## config.mk

```make
export PLATFORM = sky130hd
export DESIGN_NAME = spi_prog_loader
export DESIGN_NICKNAME = d
export VERILOG_FILES = /design/src/rtl/spi_loader_pkg.sv /design/src/rtl/loader_fifo.sv /design/src/rtl/spi_prog_loader.sv
export SDC_FILE = /design/constraint.sdc
export NUM_CORES = 1
export LEC_CHECK = 0
export BUFFER_PORTS_ARGS = -buffer_cell sky130_fd_sc_hd__buf_2
export CELL_PAD_IN_SITES_DETAIL_PLACEMENT = 0
export CELL_PAD_IN_SITES_GLOBAL_PLACEMENT = 1
export CORE_AREA = 2 2 136 138
export CTS_CLUSTER_SIZE = 24
export DETAILED_ROUTE_END_ITERATION = 10
export DIE_AREA = 0 0 138 140
export GPL_ROUTABILITY_DRIVEN = 0
export PLACE_DENSITY = 0.74
export REMOVE_ABC_BUFFERS = 1
export SETUP_SLACK_MARGIN = 0.1
export SYNTH_ARGS = -nofsm -noshare
export SYNTH_HDL_FRONTEND = slang
export SYNTH_SLANG_ARGS = --single-unit
```

## constraint.sdc

```tcl
create_clock -name clk_i -period 5.8 [get_ports clk_i]
set_input_delay 1.74 -clock clk_i [delete_from_list [all_inputs] [get_ports clk_i]]
set_output_delay 1.74 -clock clk_i [all_outputs]
set_load 0.1 [all_outputs]
```

## src/rtl/spi_loader_pkg.sv

```systemverilog
// Shared types and constants for the SPI program loader.
// SPI_LOADER_CHECKSUM_EN adds the CKSUM state used to verify a trailing checksum word.
package spi_loader_pkg;

`ifdef SPI_LOADER_CHECKSUM_EN
    typedef enum logic [2:0] {
        LOAD  = 3'd0,
        REQ   = 3'd1,
        RESP  = 3'd2,
        DONE  = 3'd3,
        RUN   = 3'd4,
        CKSUM = 3'd5
    } loader_state_e;
`else
    typedef enum logic [2:0] {
        LOAD = 3'd0,
        REQ  = 3'd1,
        RESP = 3'd2,
        DONE = 3'd3,
        RUN  = 3'd4
    } loader_state_e;
`endif

    localparam logic [2:0]  PutFullData    = 3'h0;
    localparam logic [31:0] DefaultEndWord = 32'hFFFF_FFFF;

endpackage

```

## src/rtl/loader_fifo.sv

```systemverilog
// Small synchronous FIFO buffering SPI words; DEPTH must be a power of two.
// A push into a full FIFO is accepted only when a pop happens in the same cycle.
module loader_fifo #(
    parameter int WIDTH = 32,
    parameter int DEPTH = 4
) (
    input  logic                   clk_i,
    input  logic                   rst_ni,
    input  logic                   push_i,
    input  logic [WIDTH-1:0]       data_i,
    input  logic                   pop_i,
    output logic [WIDTH-1:0]       data_o,
    output logic                   full_o,
    output logic                   empty_o,
    output logic [$clog2(DEPTH):0] count_o
);

    localparam int AW = $clog2(DEPTH);

    logic [WIDTH-1:0] mem_q [DEPTH];
    logic [AW-1:0]    wptr_q, wptr_d;
    logic [AW-1:0]    rptr_q, rptr_d;
    logic [AW:0]      count_q, count_d;
    logic             push_ok, pop_ok;

    assign full_o  = (count_q == (AW+1)'(DEPTH));
    assign empty_o = (count_q == '0);
    assign count_o = count_q;
    assign data_o  = mem_q[rptr_q];

    assign push_ok = push_i && (!full_o || pop_i);
    assign pop_ok  = pop_i && !empty_o;

    always_comb begin
        wptr_d  = push_ok ? wptr_q + 1'b1 : wptr_q;
        rptr_d  = pop_ok  ? rptr_q + 1'b1 : rptr_q;
        count_d = count_q;
        if (push_ok && !pop_ok) begin
            count_d = count_q + 1'b1;
        end else if (!push_ok && pop_ok) begin
            count_d = count_q - 1'b1;
        end
    end

    always_ff @(posedge clk_i or negedge rst_ni) begin
        if (!rst_ni) begin
            wptr_q  <= '0;
            rptr_q  <= '0;
            count_q <= '0;
        end else begin
            wptr_q  <= wptr_d;
            rptr_q  <= rptr_d;
            count_q <= count_d;
        end
    end

    always_ff @(posedge clk_i) begin
        if (push_ok) begin
            mem_q[wptr_q] <= data_i;
        end
    end

endmodule

```

## src/rtl/spi_prog_loader.sv

```systemverilog
// Streams SPI-received words into ICCM via TL-UL PutFullData, then releases core reset on en_i.
// Macro SPI_LOADER_CHECKSUM_EN: the word after END_WORD is a mod-2^32 checksum that must match.
module spi_prog_loader
    import spi_loader_pkg::*;
#(
    parameter int          DATA_WIDTH = 32,
    parameter logic [31:0] BASE_ADDR  = 32'h0000_0000,
    parameter int          MAX_WORDS  = 4096,
    parameter int          FIFO_DEPTH = 4,
    parameter logic [31:0] END_WORD   = DefaultEndWord
) (
    input  logic                  clk_i,
    input  logic                  rst_ni,
    input  logic [DATA_WIDTH-1:0] rx_word_i,
    input  logic                  rx_valid_i,
    input  logic                  en_i,
    output logic                  tl_a_valid_o,
    output logic [31:0]           tl_a_address_o,
    output logic [DATA_WIDTH-1:0] tl_a_data_o,
    output logic [3:0]            tl_a_mask_o,
    input  logic                  tl_a_ready_i,
    input  logic                  tl_d_valid_i,
    input  logic                  tl_d_error_i,
    output logic                  tl_d_ready_o,
    output logic                  system_rst_no,
    output logic                  load_done_o,
    output logic [15:0]           word_count_o,
    output logic                  overflow_o,
    output logic                  error_o
`ifdef SPI_LOADER_CHECKSUM_EN
    ,output logic [31:0]          checksum_o
`endif
);

    localparam int          CW       = $clog2(FIFO_DEPTH) + 1;
    localparam logic [15:0] MaxCount = 16'(MAX_WORDS);

    loader_state_e         state_q, state_d;
    logic [DATA_WIDTH-1:0] data_q, data_d;
    logic [31:0]           addr_q, addr_d;
    logic [15:0]           count_q, count_d;
    logic                  err_q, err_d;
    logic                  ovf_q, ovf_d;
`ifdef SPI_LOADER_CHECKSUM_EN
    logic [31:0]           sum_q, sum_d;
`endif

    logic [DATA_WIDTH-1:0] fifo_head;
    logic                  fifo_push, fifo_pop, fifo_full, fifo_empty;
    logic [CW-1:0]         fifo_count;
    logic                  unused_fifo_count;

    assign unused_fifo_count = ^fifo_count;

    // Once the core is running the SPI stream is no longer ours to buffer.
    assign fifo_push = rx_valid_i && (state_q != RUN);

    loader_fifo #(
        .WIDTH(DATA_WIDTH),
        .DEPTH(FIFO_DEPTH)
    ) u_fifo (
        .clk_i  (clk_i),
        .rst_ni (rst_ni),
        .push_i (fifo_push),
        .data_i (rx_word_i),
        .pop_i  (fifo_pop),
        .data_o (fifo_head),
        .full_o (fifo_full),
        .empty_o(fifo_empty),
        .count_o(fifo_count)
    );

    always_ff @(posedge clk_i or negedge rst_ni) begin
        if (!rst_ni) begin
            state_q <= LOAD;
        end else begin
            state_q <= state_d;
        end
    end

    always_comb begin
        state_d  = state_q;
        data_d   = data_q;
        addr_d   = addr_q;
        count_d  = count_q;
        err_d    = err_q;
        ovf_d    = ovf_q | (fifo_push & fifo_full & ~fifo_pop);
        fifo_pop = 1'b0;
`ifdef SPI_LOADER_CHECKSUM_EN
        sum_d    = sum_q;
`endif
        unique case (state_q)
            LOAD: begin
                if (!fifo_empty) begin
                    if (fifo_head == END_WORD) begin
                        fifo_pop = 1'b1;
`ifdef SPI_LOADER_CHECKSUM_EN
                        state_d  = CKSUM;
`else
                        state_d  = DONE;
`endif
                    end else if (count_q == MaxCount) begin
                        fifo_pop = 1'b1;
                        err_d    = 1'b1;
                    end else begin
                        state_d = REQ;
                        data_d  = fifo_head;
                        addr_d  = BASE_ADDR + {14'b0, count_q, 2'b00};
                    end
                end
            end
            // The head stays in the FIFO until the A handshake so the stall is visible as backpressure.
            REQ: begin
                if (tl_a_ready_i) begin
                    fifo_pop = 1'b1;
                    state_d  = RESP;
                end
            end
            RESP: begin
                if (tl_d_valid_i) begin
                    if (count_q != MaxCount) begin
                        count_d = count_q + 1'b1;
                    end
                    if (tl_d_error_i) begin
                        err_d = 1'b1;
                    end
`ifdef SPI_LOADER_CHECKSUM_EN
                    sum_d = sum_q + data_q;
`endif
                    state_d = LOAD;
                end
            end
            DONE: begin
                if (en_i && !err_q) begin
                    state_d = RUN;
                end
            end
            RUN: begin
                state_d = RUN;
            end
`ifdef SPI_LOADER_CHECKSUM_EN
            CKSUM: begin
                if (!fifo_empty) begin
                    fifo_pop = 1'b1;
                    if (fifo_head != sum_q) begin
                        err_d = 1'b1;
                    end
                    state_d = DONE;
                end
            end
`endif
            default: state_d = LOAD;
        endcase
    end

    always_ff @(posedge clk_i or negedge rst_ni) begin
        if (!rst_ni) begin
            data_q  <= '0;
            addr_q  <= '0;
            count_q <= '0;
            err_q   <= 1'b0;
            ovf_q   <= 1'b0;
`ifdef SPI_LOADER_CHECKSUM_EN
            sum_q   <= '0;
`endif
        end else begin
            data_q  <= data_d;
            addr_q  <= addr_d;
            count_q <= count_d;
            err_q   <= err_d;
            ovf_q   <= ovf_d;
`ifdef SPI_LOADER_CHECKSUM_EN
            sum_q   <= sum_d;
`endif
        end
    end

    always_comb begin
        tl_a_valid_o   = (state_q == REQ);
        tl_a_mask_o    = (state_q == REQ) ? 4'hF : 4'h0;
        tl_a_address_o = addr_q;
        tl_a_data_o    = data_q;
        tl_d_ready_o   = (state_q == RESP);
        system_rst_no  = (state_q == RUN);
        load_done_o    = (state_q == DONE) || (state_q == RUN);
        word_count_o   = count_q;
        overflow_o     = ovf_q;
        error_o        = err_q;
`ifdef SPI_LOADER_CHECKSUM_EN
        checksum_o     = sum_q;
`endif
    end

endmodule

```

=== Word level (Yosys, flattened, before mapping) ===
Memory sizes are Yosys's and may differ from the RTL's.
Cells that the tools add are included.

* Register bits: 76
* Memory bits (writable): 128
* Output and inout port bits: 90
* Logic and storage cells: 83
* Memories: 1

{| class="wikitable"
|+ Memory list
! name !! words !! bits a word !! read ports !! clocked after Yosys merged registers in !! write ports !! RTL line !! source
|-
| u_fifo.mem_q || 4 || 32 || 1 || 0 || 1 || loader_fifo.sv:20 || <nowiki>logic [WIDTH-1:0] mem_q [DEPTH];</nowiki>
|}

* Add/subtract/negate cells: 5
* Eq/ne operators: 17
* Multiplexer cells: 23
* Bitwise gates (word level): 7
* Reductions and logical operators: 21

{| class="wikitable"
|+ Operators with widths
! operator !! count
|-
| $eq A32 B32 Y1 const B || 1
|-
| $mux W3 || 8
|-
| $add A16 B1 Y16 const B || 1
|-
| $eq A16 B13 Y1 const B || 1
|-
| $ne A16 B13 Y1 const B || 1
|-
| $pmux W3 S5 || 1
|-
| $ne A2 B2 Y1 const B || 6
|-
| $mux W1 || 11
|-
| $eq A3 B2 Y1 const B || 2
|-
| $eq A3 B3 Y1 const B || 2
|-
| $logic_and A1 B1 Y1 || 6
|-
| $logic_not A3 Y1 || 2
|-
| $ne A3 B3 Y1 const B || 2
|-
| $reduce_and A6 Y1 || 1
|-
| $logic_not A1 Y1 || 5
|-
| $reduce_and A5 Y1 || 1
|-
| $add A2 B1 Y2 const B || 2
|-
| $mux W4 || 1
|-
| $not A1 Y1 || 4
|-
| $pmux W1 S2 || 2
|-
| $reduce_and A4 Y1 || 1
|-
| $reduce_bool A2 Y1 || 2
|-
| $add A3 B1 Y3 const B || 1
|-
| $eq A3 B1 Y1 const B || 1
|-
| other kinds (6) || 8
|}

=== Depth between registers and ports, before layout ===
* Word-level depth: 11
* Gate-level depth with buffers: 13
* Mapped depth without buffers: 13

=== Modules after synthesis ===
Synthesis repeated with hierarchy kept, for this count alone.

* Cell total of the unflattened synthesis: 453
* Area total of the unflattened synthesis: 8270.4 µm²

{| class="wikitable"
|+ Modules (own cells, without submodules)
! module !! times used !! cells each !! area each (µm²) !! seq. area each (µm²)
|-
| loader_fifo || 1 || 203 || 5094.9 || 4018.9
|-
| spi_prog_loader || 1 || 250 || 3175.5 || 1726.7
|}

=== Least setup slack after synthesis ===
OpenSTA, ideal clock, no wires.

* Path type: in2reg
* Start: input tl_a_ready_i
* End: memory u_fifo.mem_q[0][0] (enable)
* Setup time: 0.468 ns
* Data arrival time: 4.653 ns
* Required time: 5.332 ns
* Path slack: 0.679 ns
* Stages: 4
* Buffers on the path: 0
* Cell sequence: nand2b_1 -> a21oi_1 -> or2_1 -> nor3b_1

* Longest elaborated chain between the ends: 6

{| class="wikitable"
|+ Ends and longest elaborated chain
! element !! RTL line !! source
|-
| from (decl) || spi_prog_loader.sv:21 || <nowiki>input logic tl_a_ready_i,</nowiki>
|-
| $mux W1 || spi_prog_loader.sv:114 || <nowiki>if (tl_a_ready_i) begin</nowiki>
|-
| $pmux W1 S2 || spi_prog_loader.sv:92 || <nowiki>unique case (state_q)</nowiki>
|-
| $logic_or A1 B1 Y1 || loader_fifo.sv:31 || <nowiki>assign push_ok = push_i && (!full_o || pop_i);</nowiki>
|-
| $logic_and A1 B1 Y1 || loader_fifo.sv:31 ||
|-
| $mux W1 || loader_fifo.sv:58 || <nowiki>if (push_ok) begin</nowiki>
|-
| $mux W1 (not written as such) || loader_fifo.sv:59 || <nowiki>mem_q[wptr_q] <= data_i;</nowiki>
|-
| to (decl) || loader_fifo.sv:20 ||
|}

Every way passes these cells.

=== Worst setup path after layout ===
* Start: register u_fifo.rptr_q[0]
* End: register u_fifo.count_q[2], in the netlist u_fifo.count_o[2]

* Longest elaborated chain between the ends: 10
* Elaborated cells on any way between the ends: 14
* Classes of those cells: eq/ne (1); mux (4); reduce/logical (8); memory (1)

{| class="wikitable"
|+ Ends and longest elaborated chain
! element !! RTL line !! source
|-
| from (decl) || loader_fifo.sv:22 || <nowiki>logic [AW-1:0] rptr_q, rptr_d;</nowiki>
|-
| from (signal assigned) || loader_fifo.sv:52 || <nowiki>rptr_q <= rptr_d;</nowiki>
|-
| $mem_v2 Z4 W32 (*) || -- ||
|-
| $eq A32 B32 Y1 (*) || spi_prog_loader.sv:95 || <nowiki>if (fifo_head == END_WORD) begin</nowiki>
|-
| $mux W1 (*) || spi_prog_loader.sv:95 ||
|-
| $mux W1 (*) || spi_prog_loader.sv:94 || <nowiki>if (!fifo_empty) begin</nowiki>
|-
| $pmux W1 S2 (*) || spi_prog_loader.sv:92 ||
|-
| $logic_or A1 B1 Y1 (*) || loader_fifo.sv:31 ||
|-
| $logic_and A1 B1 Y1 (*) || loader_fifo.sv:31 ||
|-
| net u_fifo.push_ok || loader_fifo.sv:24 || <nowiki>logic push_ok, pop_ok;</nowiki>
|-
| $logic_not A1 Y1 || loader_fifo.sv:40 || <nowiki>end else if (!push_ok && pop_ok) begin</nowiki>
|-
| $logic_and A1 B1 Y1 || loader_fifo.sv:40 ||
|-
| $reduce_bool A2 Y1 (no line) || -- ||
|-
| to (signal assigned) || loader_fifo.sv:53 || <nowiki>count_q <= count_d;</nowiki>
|-
| to (decl) || loader_fifo.sv:23 || <nowiki>logic [AW:0] count_q, count_d;</nowiki>
|}

Mark *: on every way through the listed nets, which the timed path passes. The rest lies on a longest branch.
A chain may end at the register's enable or synchronous reset.

==> results.json <==
{
  "dieHeight_um": 140,
  "post_cts_buffers": 0,
  "initial_utilization": 0.472,
  "grt_pass1_vias": 4856,
  "cts_root_buf": "clkbuf_16",
  "crit_fanout": 22,
  "ys_async_sr_fraction": 0.373,
  "synth_xor_area_frac": 0.0188,
  "cts_resized": 0,
  "grt_overflow": 0,
  "hold_violations": 0,
  "synth-compound-area-share": 0.0219,
  "reg2reg_depth": 12,
  "min_path_cells": 1,
  "routed_via_density": 5.35,
  "die_w_um": 138,
  "wl_met2_um": 7930,
  "cap_violations": 0,
  "synth_seq_area_share": 0.684,
  "fillers": 1413,
  "synth.cell_area_mm2": 0.00840,
  "finalMaxSlewViolations": 0,
  "num_antenna_cells": 0,
  "wl_per_cell_um": 19.4,
  "highest_layer": "met4",
  "clk_latency_ns": 0.49,
  "met1Wirelength_um": 7100,
  "drive_gt1_frac": 0.400,
  "synthMuxAreaShare": 0.163,
  "cts.sinks": 204,
  "cts_tree": "done",
  "post-place-ws_ns": 1.72,
  "cp-end-kind": "flip-flop",
  "antenna_found_initial": 0,
  "critical_path_arrival_ns": 4.43,
  "synthAdderAreaFrac": 0.0128,
  "synth-edff-count": 128,
  "grt_pass1_wl_um": 26300,
  "postSynthAreaPerCell_um2": 17.6,
  "setup.worst_path.start_class": "flip-flop",
  "dpl.hpwl_um": 10700,
  "yosysUniqueCellTypes": 50,
  "vias": 4513,
  "period_minus_slack_ns": 4.03,
  "core_mm2": 0.0178,
  "tightestPinTransition_ns": 1.01,
  "synth_top_family_by_area": "multiplexers",
  "clock_skew_ns": 0.0132,
  "drtAntennaViolNets": 0,
  "layout_setup_ws_ns": 1.77,
  "crit_type": "flip-flop to flip-flop",
  "worstHoldPathType": "flip-flop to flip-flop",
  "outcome": "finished clean",
  "drt_iter0_drc": 238,
  "rsz0062_at_grt": "false",
  "synthCells": 477,
  "cts_buffer_depth": 3,
  "area_delta_synth_final_pct": 17.4,
  "die-area_mm2": 0.0193,
  "ys.flop_type": "edfxtp_1",
  "relSlewSlack": 0.330,
  "critPathLaunch": "u_fifo.rptr_q[0]",
  "htree_levels": 1,
  "grt_util_all_layers": 0.171,
  "firstDrtPassIters": 4,
  "io_pins": 129,
  "grt_max_degree": 77,
  "route.met3.wl_um": 1070,
  "cp.required_ns": 6.21,
  "setup_violations": 0,
  "min_from": "u_fifo.count_o[2]",
  "rows": 49,
  "nNetsFinal": 646,
  "max_freq_ghz": 0.248,
  "path_clk_slew_ns": 0.06,
  "synthSimpleGateAreaFrac": 0.0609,
  "numCtsBuffers": 22,
  "hold_buffers": 0,
  "tns_ns": 0,
  "r2r-start": "u_fifo.rptr_q[0]",
  "drc": 0,
  "placement.io_buffers": 112,
  "wirelength_um": 16300,
  "period_share": 0.694,
  "synth_warnings": 0,
  "ys_ff_latch": 204
}
==> synth_stat cells (all sizes together) (4+ instances only) <==
cell | number | area, µm²
buf | 32 | 258
nand4 | 12 | 75.1
nand2 | 17 | 63.8
nor3 | 10 | 50.1
inv | 12 | 45.0
o21ai | 5 | 25.0
xor2 | 12 | 105
nor4 | 4 | 55.1
nor2 | 13 | 48.8
dfrtp | 76 | 1900
mux2 | 51 | 649
xnor2 | 6 | 52.6
edfxtp | 128 | 3840
a21oi | 5 | 28.8
nor3b | 7 | 52.6
mux4 | 32 | 721
nand3 | 7 | 35.0
ha | 7 | 87.6
clkbuf | 4 | 15.0
==> layout make-up <==
class | instances | area, µm² | area share
timing repair buffer | 119 | 616 | 0.0624
sequential | 204 | 5750 | 0.583
clock inverter | 11 | 143 | 0.0145
inverter | 12 | 45.0 | 0.00457
clock buffer | 29 | 608 | 0.0617
tap | 229 | 287 | 0.0290
multi-input combinational | 240 | 2420 | 0.245
==> worst max-delay path: stages (launching register included) <==
cell	delay (ns)
dfrtp_2	0.74
buf_4	0.47
mux4_2	0.32
nand4_1	0.19
nor4_4	0.59
a21oi_1	0.38
nor2_1	0.19
ha_1	0.19
inv_1	0.06
fa_1	0.38
xor2_1	0.15
nor2_1	0.11
xor2_1	0.15
==> worst paths after layout <==
kind / end / slack [ns]
worst max-delay path: u_fifo.count_o[2] / 1.77
worst min-delay path: u_fifo.count_o[2] / 0.49
worst max register to register: u_fifo.count_o[2] / 1.77
worst min register to register: u_fifo.count_o[2] / 0.49
max in group asynchronous: u_fifo.rptr_q[0] / 3.68
min in group asynchronous: tl_a_data_o[11] / 1.41
==> registers in the layout, indices dropped and copies added (netlist names) <==
signal and cells:
u_fifo.wptr_q 2, u_fifo.rptr_q 2, word_count_o 16, overflow_o 1
state_q 3, error_o 1, u_fifo.mem_q 128, u_fifo.count_o 3
tl_a_address_o 16, tl_a_data_o 32
==> stage by stage <==
step,instances,hold WS [ns],util,instance area (µm²)
after CTS,844,0.493,0.555,9860
after detailed placement,804,0.485,0.513,9110
after floorplan,456,0.450,-,8180
after global routing,844,0.509,0.555,9860
after global placement,804,0.475,0.513,9110
final,844,0.488,0.555,9860
==> cells by family (layout without fill, tap and decap cells) <==
kind of cell	count (synthesis)	in the layout
DFF	204	204
muxes	83	83
adders and majority gates	8	8
buffers and inverters	48	171
AOI/OAI and AO/OA	26	26
other	1	16
xor gates and xnor gates	18	18
and+or+nand+nor	89	89
==> cells in the final DEF (no fill, tap or decap), drive strengths merged, types with 10 or more instances in the layout <==
cell type	synthesis	layout
edfxtp	128	128
nor3	10	10
buf	32	119
conb	1	16
xor2	12	12
inv	12	12
clkbuf	4	29
dfrtp	76	76
nor2	13	13
mux2	51	51
nand4	12	12
mux4	32	32
nand2	17	17
==> routing by layer <==
metal	GRT usage	vias to the layer above
met5	0	-
met1	0.233	2260
met2	0.286	181
li1	-	2048
met3	0.0345	24
met4	0.0456	0
Power is not shown: default switching activity piles up to over one toggle a cycle in this logic, so the estimate is an artifact.
